==> config.mk <==
export PLATFORM = sky130hd
export DESIGN_NAME = fir_tap_sequencer
export DESIGN_NICKNAME = d
export VERILOG_FILES = /design/src/rtl/fir_tap_sequencer.sv
export SDC_FILE = /design/constraint.sdc
export NUM_CORES = 1
export LEC_CHECK = 0
export CAP_MARGIN = 40
export CELL_PAD_IN_SITES_DETAIL_PLACEMENT = 1
export CELL_PAD_IN_SITES_GLOBAL_PLACEMENT = 2
export CORE_MARGIN = 1.5
export CORE_UTILIZATION = 29
export CTS_CLUSTER_DIAMETER = 100
export CTS_CLUSTER_SIZE = 14
export DETAILED_ROUTE_END_ITERATION = 8
export GPL_TIMING_DRIVEN = 0
export HOLD_SLACK_MARGIN = 0.12
export PLACE_DENSITY_LB_ADDON = 0.15
export SETUP_SLACK_MARGIN = 0.1
export SLEW_MARGIN = 10
export SYNTH_ARGS = -nofsm -noshare
export SYNTH_HDL_FRONTEND = slang
export SYNTH_SLANG_ARGS = --single-unit
==> constraint.sdc <==
create_clock -name clock -period 3.3 [get_ports clock]
set_clock_uncertainty 0.1 [all_clocks]
set_input_delay 0.825 -clock clock [delete_from_list [all_inputs] [get_ports clock]]
set_output_delay 0.825 -clock clock [all_outputs]
set_load 0.01 [all_outputs]
==> src/rtl/fir_tap_sequencer.sv <==
// fir_tap_sequencer: up/down tap index counter over 0..MAX_CNT with free-run wrap
// or one-shot sweep handshake, plus a counter of completed wraps/sweeps.
module fir_tap_sequencer #(
    parameter int MAX_CNT = 64,
    parameter int CNT_W   = 7,
    parameter int OUT_W   = 6,
    parameter int WRAP_W  = 8
) (
    input  logic              clock,
    input  logic              reset,
    input  logic              cnt_en,
    input  logic              dir,
    input  logic              one_shot,
    input  logic              start,
    input  logic              clear,
    input  logic              load,
    input  logic [CNT_W-1:0]  load_val,
    output logic [OUT_W-1:0]  out_cnt,
    output logic              cout,
    output logic              busy,
    output logic              done,
    output logic [WRAP_W-1:0] wrap_cnt
);
    typedef enum logic [1:0] {IDLE, RUN, DONE} state_t;
    localparam logic [CNT_W-1:0] TOP = CNT_W'(MAX_CNT);
    state_t state, state_nxt;
    logic [CNT_W-1:0] cnt, cnt_nxt, s_val;
    logic [WRAP_W-1:0] wrap_nxt;
    logic dir_q, dir_q_nxt, dir_eff, counting;
    // a sweep keeps the direction it started with
    assign dir_eff  = (state == RUN) ? dir_q : dir;
    assign s_val    = dir_eff ? TOP : '0;
    assign cout     = cnt == (dir_eff ? '0 : TOP);
    assign counting = cnt_en && (state == RUN || (state == IDLE && !one_shot));
    assign out_cnt  = cnt[OUT_W-1:0];
    assign busy     = state == RUN;
    assign done     = state == DONE;
    always_comb begin
        state_nxt = (state == DONE) ? IDLE : state;
        cnt_nxt   = cnt;
        wrap_nxt  = wrap_cnt;
        dir_q_nxt = dir_q;
        if (clear) begin
            cnt_nxt   = '0;
            wrap_nxt  = '0;
            state_nxt = IDLE;
        end else if (load) begin
            cnt_nxt = (load_val > TOP) ? TOP : load_val;
        end else if (state == IDLE && one_shot && start) begin
            cnt_nxt   = s_val;
            dir_q_nxt = dir;
            state_nxt = RUN;
        end else if (counting) begin
            if (cout) begin
                cnt_nxt  = s_val;
                wrap_nxt = wrap_cnt + 1'b1;
                if (state == RUN) state_nxt = DONE;
            end else begin
                cnt_nxt = dir_eff ? cnt - 1'b1 : cnt + 1'b1;
            end
        end
    end
    always_ff @(posedge clock or posedge reset) begin
        if (reset) begin
            state    <= IDLE;
            cnt      <= '0;
            wrap_cnt <= '0;
            dir_q    <= 1'b0;
        end else begin
            state    <= state_nxt;
            cnt      <= cnt_nxt;
            wrap_cnt <= wrap_nxt;
            dir_q    <= dir_q_nxt;
        end
    end
endmodule

==> flow_summary.yaml <==
cts:
  clk_latency_ns: 0.25
  root_buffer: "clkbuf_8"
  htreeDepth: 1
  cts.sinks: 18
  cts_made_buffers: 3
  tritoncts: "built"
  clk_pin_slew_ns: 0.07
  cts_hold_buffers: 0
  max-clock-path-buffers: 2
sta:
  slew_headroom: 0.512
  worst_hold_slack_ns: 0.459
  setup_viol: 0
  worstMarginPinSlew_ns: 0.731
  slew_viol_final: 0
  finalCritPeriodShare: 0.941
  fmax_mhz: 322
  grt_setup_unrepaired: "false"
  fin_crit_ns: 3.10
  hold_viol_final: 0
critical_path:
  cp_max_fo: 4
  cp_top_family: "buffers and inverters"
  cp-start-kind: "input pin"
  r2r_cells: 10
  slowest_delay_ns: 0.53
  r2r_end: "cnt[6]"
  r2r_setup_slack_ns: 0.55
  end_kind: "primary output"
  crit_arrival_ns: 2.18
  cp_num_buf_inv: 2
  cp.depth: 5
  crit_type: "in2out"
  crit_slowest_cell: "clkdlybuf4s50_1"
  cp_cell_sequence: "clkdlybuf4s50_1, and2b_2, o21ai_4, a21oi_2, dlygate4sd2_1"
  worstReg2RegStart: "state[1]"
  cp.required_ns: 2.37
power:
  power.total_uw: 642
  power_density_nw_per_um2: 363
  leakage_nw: 0.785
  ir_drop_v: 0.000159
synthesis:
  synth_warnings: 0
  syn-num-nets: 171
  synth.distinct_cells: 40
  post_synth.cell_area_avg_sq_um: 8.96
  synth_seq_area_share: 0.340
  synth_cells: 148
  synth_area_sq_um: 1330
  ys_seq_elements: 18
grt:
  grt_max_degree: 19
  gr-total-overflow: 0
  grt_usage: 0.145
  antenna_found_initial: 0
  grt_pass1_wl_mm: 5.88
  grt_pass1_vias: 1222
hold_path:
  holdPathStages: 2
  min_path_type: "reg2reg"
  hold_end: "wrap_cnt[7]"
  worstHoldStart: "wrap_cnt[7]"
layout:
  fill_cells: 510
  multiInputGateArea_sq_um: 793
  areaGrowthSynthToFinish_pct: 33.2
  nets: 209
  drive_above_1_share: 0.185
  diodes: 0
  regArea_sq_um: 450
  stdcell_count: 236
route:
  wire_per_inst_um: 14.4
  drt_wl_total_mm: 3.39
  route.vias.total: 1178
  drtIter0Drc: 31
  ant_nets: 0
  route.detailed.drc: 0
  via_per_inst: 4.99
  first_pass_iters: 4
die:
  pin_count: 32
  core_area_sq_um: 4380
  rows: 24
  dieArea_sq_um: 4990
  start_util: 0.303
  die_height_um: 70.6
  die_x_um: 70.6
placed_design:
  gp_congestion: 0.796
  dp_cells: 229
  hpwl_mm: 2.62
  io_buffers: 29
flow_run:
  drv_cap: 0
outcome:
  status: "completed"
[kinds of logic (layout without fill, tap and decap cells)]
| group | after synthesis | count (layout) | synth area share |
|---|---|---|---|
| flip-flops | 18 | 18 | 0.340 |
| AND/OR/NAND/NOR | 63 | 63 | 0.271 |
| buffers and inverters | 19 | 55 | 0.0736 |
| multiplexers | 4 | 4 | 0.0321 |
| AO/OA/AOI/OAI | 25 | 25 | 0.130 |
| XOR/XNOR | 11 | 11 | 0.0726 |
| adder cells (fa/ha/maj) | 8 | 8 | 0.0811 |
[tightest hold or removal path, stage by stage, from the launching register on]
cell,delay (ns)
dfrtp_1,0.37
xor2_1,0.07
nor2_1,0.08
[metal layers]
layer	vias to the layer above	wire (um)	GRT usage
li1	583	-	-
met1	569	1660	0.200
met2	24	1570	0.242
met3	2	144	0.0228
met4	0	12	0.0314
met5	-	0	0
[sequential cells by signal (all words and copies together), names as in the netlist]
signal / count
dir_q: 1
state: 2
cnt: 7
wrap_cnt: 8
[power breakdown]
group          switching, mW  leakage (nW)  internal, mW  total, mW
Sequential            0.0229         0.242         0.236      0.259
Combinational          0.111         0.521         0.122      0.233
Clock                 0.0688        0.0216        0.0809      0.150
Total                  0.202         0.785         0.439      0.642
[synth_stat cells]
library cell  count  area share
dfrtp_1          18        0.34
nor2_1           17       0.048
nand2_1          13       0.037
inv_1             8       0.023
ha_1              7       0.066
xor2_1            7       0.046
a21oi_1           6       0.023
a31oi_1           6       0.028
buf_4             6       0.034
nand4_1           6       0.028
and2b_2           4       0.026
nor3_1            4       0.015
o21ai_0           4       0.015
xnor2_1           4       0.026
buf_2             3       0.011
nor2b_1           3       0.014
a21o_1            2       0.011
and3_1            2      0.0094
clkbuf_1          2      0.0057
mux2_2            2       0.017
mux2i_1           2       0.015
nor4_2            2       0.019
o21ai_2           2       0.013
or3_1             2      0.0094
a211oi_4          1       0.015
a22oi_1           1      0.0057
a31o_2            1      0.0066
a32oi_1           1      0.0066
and2b_1           1      0.0057
and3b_1           1      0.0066
and4_1            1      0.0066
fa_1              1       0.015
nand2b_1          1      0.0047
nand2b_4          1       0.010
nand3_1           1      0.0038
nand4bb_1         1      0.0085
nor3b_1           1      0.0057
o31ai_1           1      0.0057
or2b_2            1      0.0066
or3_2             1      0.0057
[cell usage in the layout, fill, tap and decap left out, types with 3 or more instances in the layout]
master	synthesis	routed
clkdlybuf4s50_1	0	28
dfrtp_1	18	18
nor2_1	17	17
nand2_1	13	13
buf_4	6	10
inv_1	8	7
xor2_1	7	7
ha_1	7	7
a31oi_1	6	6
nand4_1	6	6
a21oi_1	6	5
and2b_2	4	4
nor3_1	4	4
xnor2_1	4	4
nor2b_1	3	3
buf_2	3	3
o21ai_0	4	3
clkbuf_8	0	3
[per-stage QoR]
| stage | area, sq um | setup slack (ns) | utilization | setup TNS, ns |
|---|---|---|---|---|
| 6_report | 1770 | 0.196 | 0.403 | 0 |
| 5_1_grt | 1770 | 0.0970 | 0.403 | 0 |
| 4_1_cts | 1740 | 0.122 | 0.397 | 0 |
| 3_5_place_dp | 1680 | -0.186 | 0.384 | -0.353 |
| 3_3_place_gp | 1680 | -0.186 | 0.384 | -0.314 |
| 2_1_floorplan | 1330 | 0.677 | - | 0 |
[timing repair]
item / CTS / global route
pin swaps: 1 / 0
gates cloned: 0 / 0
endpoints found under the setup margin: 2 / 2
setup buffers: 1 / 3
hold endpoints to repair: 0 / 0
gates resized for setup: 4 / 2
[worst max-delay path by stage]
stage | startpoint | end | slack, ns
after floorplan | dir | cnt[6] | 0.68
after global placement | dir | cnt[6] | -0.19
after detailed placement | dir | cnt[6] | -0.19
after CTS | dir | cnt[6] | 0.12
after global routing | dir | cnt[6] | 0.1
final | dir | cout | 0.20
[cell type report]
type	count	area share
multi-input combinational	111	0.449
sequential	18	0.255
timing repair buffer	33	0.181
buffer	11	0.0382
tap	52	0.0368
clock buffer	3	0.0234
inverter	8	0.0170
(Power assumes the default switching activity.)
==> RTL edit 1: new RTL, same flow settings <==
Reset style: synchronous (`reset`), changed in one clocked block.
--- a/src/rtl/fir_tap_sequencer.sv
+++ b/src/rtl/fir_tap_sequencer.sv
@@ -61,5 +61,5 @@
         end
     end
-    always_ff @(posedge clock or posedge reset) begin
+    always_ff @(posedge clock) begin
         if (reset) begin
             state    <= IDLE;
Function: differs if reset is asserted again (counterexample within 4 cycles, from zero or initial values and one cycle with reset high); with reset held inactive, the same outputs for 4 cycles.
==> RTL edit 1 against the unedited design <==
  * Via count increased by 11%
  * Combinational power is 32% lower
  * Sequential cell count unchanged
  * Total power is 15% lower
  * Hold slack lost 68 ps
  * Setup slack improved by 260 ps
  * Design area decreased by 2.0%
  * Synthesized area decreased by 4.8%
  * Largest power group unchanged
  * Routed wire length is 14% higher
  * Highest routed layer unchanged
==> RTL edit 1: results <==
# TYPE chip_impl_metric gauge
chip_impl_metric{name="clk_share",unit="%"} 2.38
chip_impl_metric{name="yosys.area_share.xor_xnor",unit="%"} 1.39
chip_impl_metric{name="power.combinational.total",unit="mW"} 0.159
chip_impl_info{name="holdPathEnd",value="wrap_cnt[5]$_SDFFE_PP0P_"} 1
chip_impl_metric{name="power_switching_share",unit="%"} 30.3
chip_impl_info{name="launch_instance_of_the_worst_register_to_register_path",value="state[0]$_SDFF_PP0_"} 1
chip_impl_metric{name="power.ir.vdd_worst",unit="V"} 0.000142
chip_impl_metric{name="finalWeightedCongestion",unit=""} 0.753
chip_impl_metric{name="seq-cell-share",unit="%"} 20.8
chip_impl_metric{name="timing.critical_path.fanout_max",unit=""} 5
chip_impl_metric{name="multi_input_cells",unit=""} 113
chip_impl_metric{name="synth_compound_gate_area_share",unit="%"} 27.3
chip_impl_info{name="run_status",value="completed"} 1
chip_impl_metric{name="syn2layout_area_growth",unit="%"} 37.2
chip_impl_metric{name="wl_per_cell",unit="um"} 16.3
chip_impl_metric{name="p_clk_share",unit="%"} 28.6
chip_impl_metric{name="place.detailed.hpwl",unit="um"} 3010
chip_impl_metric{name="dr.first_iter.drc_count",unit=""} 53
chip_impl_metric{name="static-leakage-power",unit="nW"} 0.662
chip_impl_metric{name="route.detailed.vias_per_inst",unit=""} 5.51
chip_impl_metric{name="grt_max_degree",unit=""} 11
chip_impl_metric{name="synth_sequential_area_ratio",unit="%"} 28.5
chip_impl_metric{name="start_util",unit="%"} 30.9
chip_impl_info{name="worst_hold_launch",value="wrap_cnt[5]$_SDFFE_PP0P_"} 1
chip_impl_metric{name="synthesized_net_count",unit=""} 173
chip_impl_metric{name="power.share.combinational",unit="%"} 29.2
## RTL edit 1: through the flow
step	hold WS (ps)	setup TNS (ps)	std cells	setup slack [ps]
detailed placement	385	-631	231	-446
global placement	375	-504	231	-433
floorplan	363	0	150	615
finish	391	0	237	452
CTS	401	0	237	128
global route	435	0	237	378
## RTL edit 1: worst max-delay path, stage by stage
cell and delay (ps):
sky130_fd_sc_hd__dlymetal6s2s_1 150, sky130_fd_sc_hd__mux2i_4 190, sky130_fd_sc_hd__buf_6 130, sky130_fd_sc_hd__mux2i_4 240, sky130_fd_sc_hd__inv_2 90, sky130_fd_sc_hd__dlygate4sd2_1 290
## RTL edit 1: routing by layer
metal,GRT usage [%],up-vias,share of wire (%)
li1,-,643,-
met2,34.0,22,54
met5,0,-,0
met1,20.5,639,43
met4,3.68,0,0.28
met3,2.27,2,2.3
## RTL edit 1: timing repair
item                       CTS  global route
setup buffers                3             0
setup endpoints to repair    2             2
gates cloned                 0             0
resized for setup            2             4
==> RTL edit 2: new RTL, same flow settings <==
Made on the original files. `WRAP_W`: 8 -> 12.
--- a/src/rtl/fir_tap_sequencer.sv
+++ b/src/rtl/fir_tap_sequencer.sv
@@ -5,5 +5,5 @@
     parameter int CNT_W   = 7,
     parameter int OUT_W   = 6,
-    parameter int WRAP_W  = 8
+    parameter int WRAP_W  = 12
 ) (
     input  logic              clock,
Ports: changed (resized wrap_cnt); port bits go from 32 to 36. The function was not compared with the original's and may differ.
==> RTL edit 2 against the unedited design <==
  * Routed wire length rose by 29%
  * Total power rose by 22%
  * Via count rose by 21%
  * Count of clock-buffer cells in the layout did not move
  * Non-clock buffer count rose by 2
  * Critical path depth rose by 5
  * Synthesized area rose by 15%
  * Global-route usage rose by 2.4 points
  * Sequential cell count rose by 4
  * Setup slack improved by 34 ps
  * Design area rose by 17%
  * Critical path type is now primary input to flip-flop
  * Critical endpoint is now cnt[6]$_DFFE_PP0P_
  * Highest routed layer unchanged
==> RTL edit 2: results <==
# TYPE chip_impl_metric gauge
chip_impl_info{name="reg_top3",value="wrap_cnt: 12 flops, cnt: 7 flops, state: 2 flops"} 1
chip_impl_metric{name="grt_max_degree",unit=""} 21
chip_impl_info{name="run_status",value="completed"} 1
chip_impl_metric{name="power_switching_share",unit="%"} 28.8
chip_impl_metric{name="tightest_slew",unit="ps"} 750
chip_impl_metric{name="clk_latency",unit="ps"} 270
chip_impl_metric{name="synth_compound_gate_area_share",unit="%"} 20.2
chip_impl_metric{name="synthDistinctLibCells",unit=""} 50
chip_impl_metric{name="cp_data_arrival_time",unit="ps"} 3160
chip_impl_metric{name="static-leakage-power",unit="nW"} 0.850
chip_impl_metric{name="holdWs",unit="ps"} 417
chip_impl_info{name="crit_path_end",value="cnt[6]$_DFFE_PP0P_"} 1
chip_impl_metric{name="place.port_buffers",unit=""} 34
chip_impl_metric{name="power.combinational.total",unit="mW"} 0.226
chip_impl_metric{name="muxShareOfSynthArea",unit="%"} 3.12
chip_impl_metric{name="synthesized_net_count",unit=""} 187
chip_impl_metric{name="clock_net_power",unit="mW"} 0.258
chip_impl_metric{name="postPlaceCellArea",unit="mm^2"} 0.00198
chip_impl_metric{name="finalNetCount",unit=""} 228
chip_impl_metric{name="grt_first_pass_wirelength",unit="um"} 7370
chip_impl_metric{name="drive_gt1_share",unit="%"} 13.7
chip_impl_metric{name="grt_pass1_vias",unit=""} 1514
chip_impl_metric{name="synth_sequential_area_ratio",unit="%"} 36.2
chip_impl_info{name="synth_top_cells_by_area",value="sky130_fd_sc_hd__dfrtp_1 36%, sky130_fd_sc_hd__ha_1 5.8%, sky130_fd_sc_hd__a21oi_1 3.9%"} 1
chip_impl_info{name="synth.top_cells.by_count",value="22 x sky130_fd_sc_hd__dfrtp_1, 15 x sky130_fd_sc_hd__nor2_1, 12 x sky130_fd_sc_hd__a21oi_1, 9 x sky130_fd_sc_hd__inv_1, 9 x sky130_fd_sc_hd__nand2_1"} 1
chip_impl_metric{name="post_synth_fa_ha_maj_area_fraction",unit="%"} 7.07
chip_impl_metric{name="routed-via-count",unit=""} 1420
chip_impl_metric{name="place.detailed.hpwl",unit="um"} 3330
chip_impl_metric{name="finalWeightedCongestion",unit=""} 0.742
==> RTL edit 2: cell count changes after synthesis, moves of 3 or more <==
cell	unedited run	this run
sky130_fd_sc_hd__a31oi_1	6	0
sky130_fd_sc_hd__o31ai_1	1	4
sky130_fd_sc_hd__o21a_1	0	6
sky130_fd_sc_hd__nand2_1	13	9
sky130_fd_sc_hd__nand3_1	1	4
sky130_fd_sc_hd__a21oi_1	6	12
sky130_fd_sc_hd__a221oi_1	0	5
sky130_fd_sc_hd__or4_1	0	4
sky130_fd_sc_hd__and2b_2	4	0
sky130_fd_sc_hd__xor2_1	7	1
sky130_fd_sc_hd__dfrtp_1	18	22
==> RTL edit 2: through the flow <==
stage / setup WS [ps] / util (%) / instances / power (mW)
6_report: 230 / 40.9 / 274 / 0.785
5_1_grt: 112 / 40.9 / 274 / 0.829
4_1_cts: 125 / 40.6 / 274 / 0.789
3_5_place_dp: -253 / 39.0 / 269 / 0.529
3_3_place_gp: -235 / 38.4 / 268 / 0.518
2_1_floorplan: 620 / - / 164 / 0.449
==> RTL edit 2: per-layer routing <==
layer | up-vias | GRT usage, % | wire [um]
li1 | 681 | - | -
met1 | 713 | 23.7 | 2100
met2 | 24 | 28.1 | 2120
met3 | 2 | 3.17 | 134
met4 | 0 | 1.98 | 18
met5 | - | 0 | 0
==> RTL edit 2: area by class of cell <==
cell class	count	area [um^2]	area share (%)
sequential	22	551	26.6
clock inverter	1	30.0	1.45
clock buffer	3	41.3	1.99
inverter	10	40.0	1.93
tap	70	87.6	4.22
buffer	10	61.3	2.96
timing repair buffer	36	370	17.9
multi-input combinational	122	892	43.0
==> RTL edit 2: how the worst min path moves through the flow <==
stage,start,end,depth (start not counted)
floorplan,dir_q$_DFFE_PP0P_,dir_q$_DFFE_PP0P_,1
global placement,dir_q$_DFFE_PP0P_,dir_q$_DFFE_PP0P_,1
detailed placement,dir_q$_DFFE_PP0P_,dir_q$_DFFE_PP0P_,1
CTS,dir_q$_DFFE_PP0P_,dir_q$_DFFE_PP0P_,1
global route,dir_q$_DFFE_PP0P_,dir_q$_DFFE_PP0P_,1
finish,dir_q$_DFFE_PP0P_,dir_q$_DFFE_PP0P_,1
==> RTL edit 2: repair_timing <==
item                       CTS  global route
cloned                       0             0
gates resized for setup      2             6
setup endpoints to repair    1             6
setup buffers                1             0
==> RTL edit 2: critical path: stages <==
cell,delay (ps)
sky130_fd_sc_hd__clkdlybuf4s50_1,410
sky130_fd_sc_hd__mux2_4,300
sky130_fd_sc_hd__buf_4,180
sky130_fd_sc_hd__ha_1,340
sky130_fd_sc_hd__nor2b_2,180
sky130_fd_sc_hd__o2111ai_2,200
sky130_fd_sc_hd__nand2_1,120
sky130_fd_sc_hd__nor4b_1,160
sky130_fd_sc_hd__o32a_1,300
sky130_fd_sc_hd__o22ai_1,130
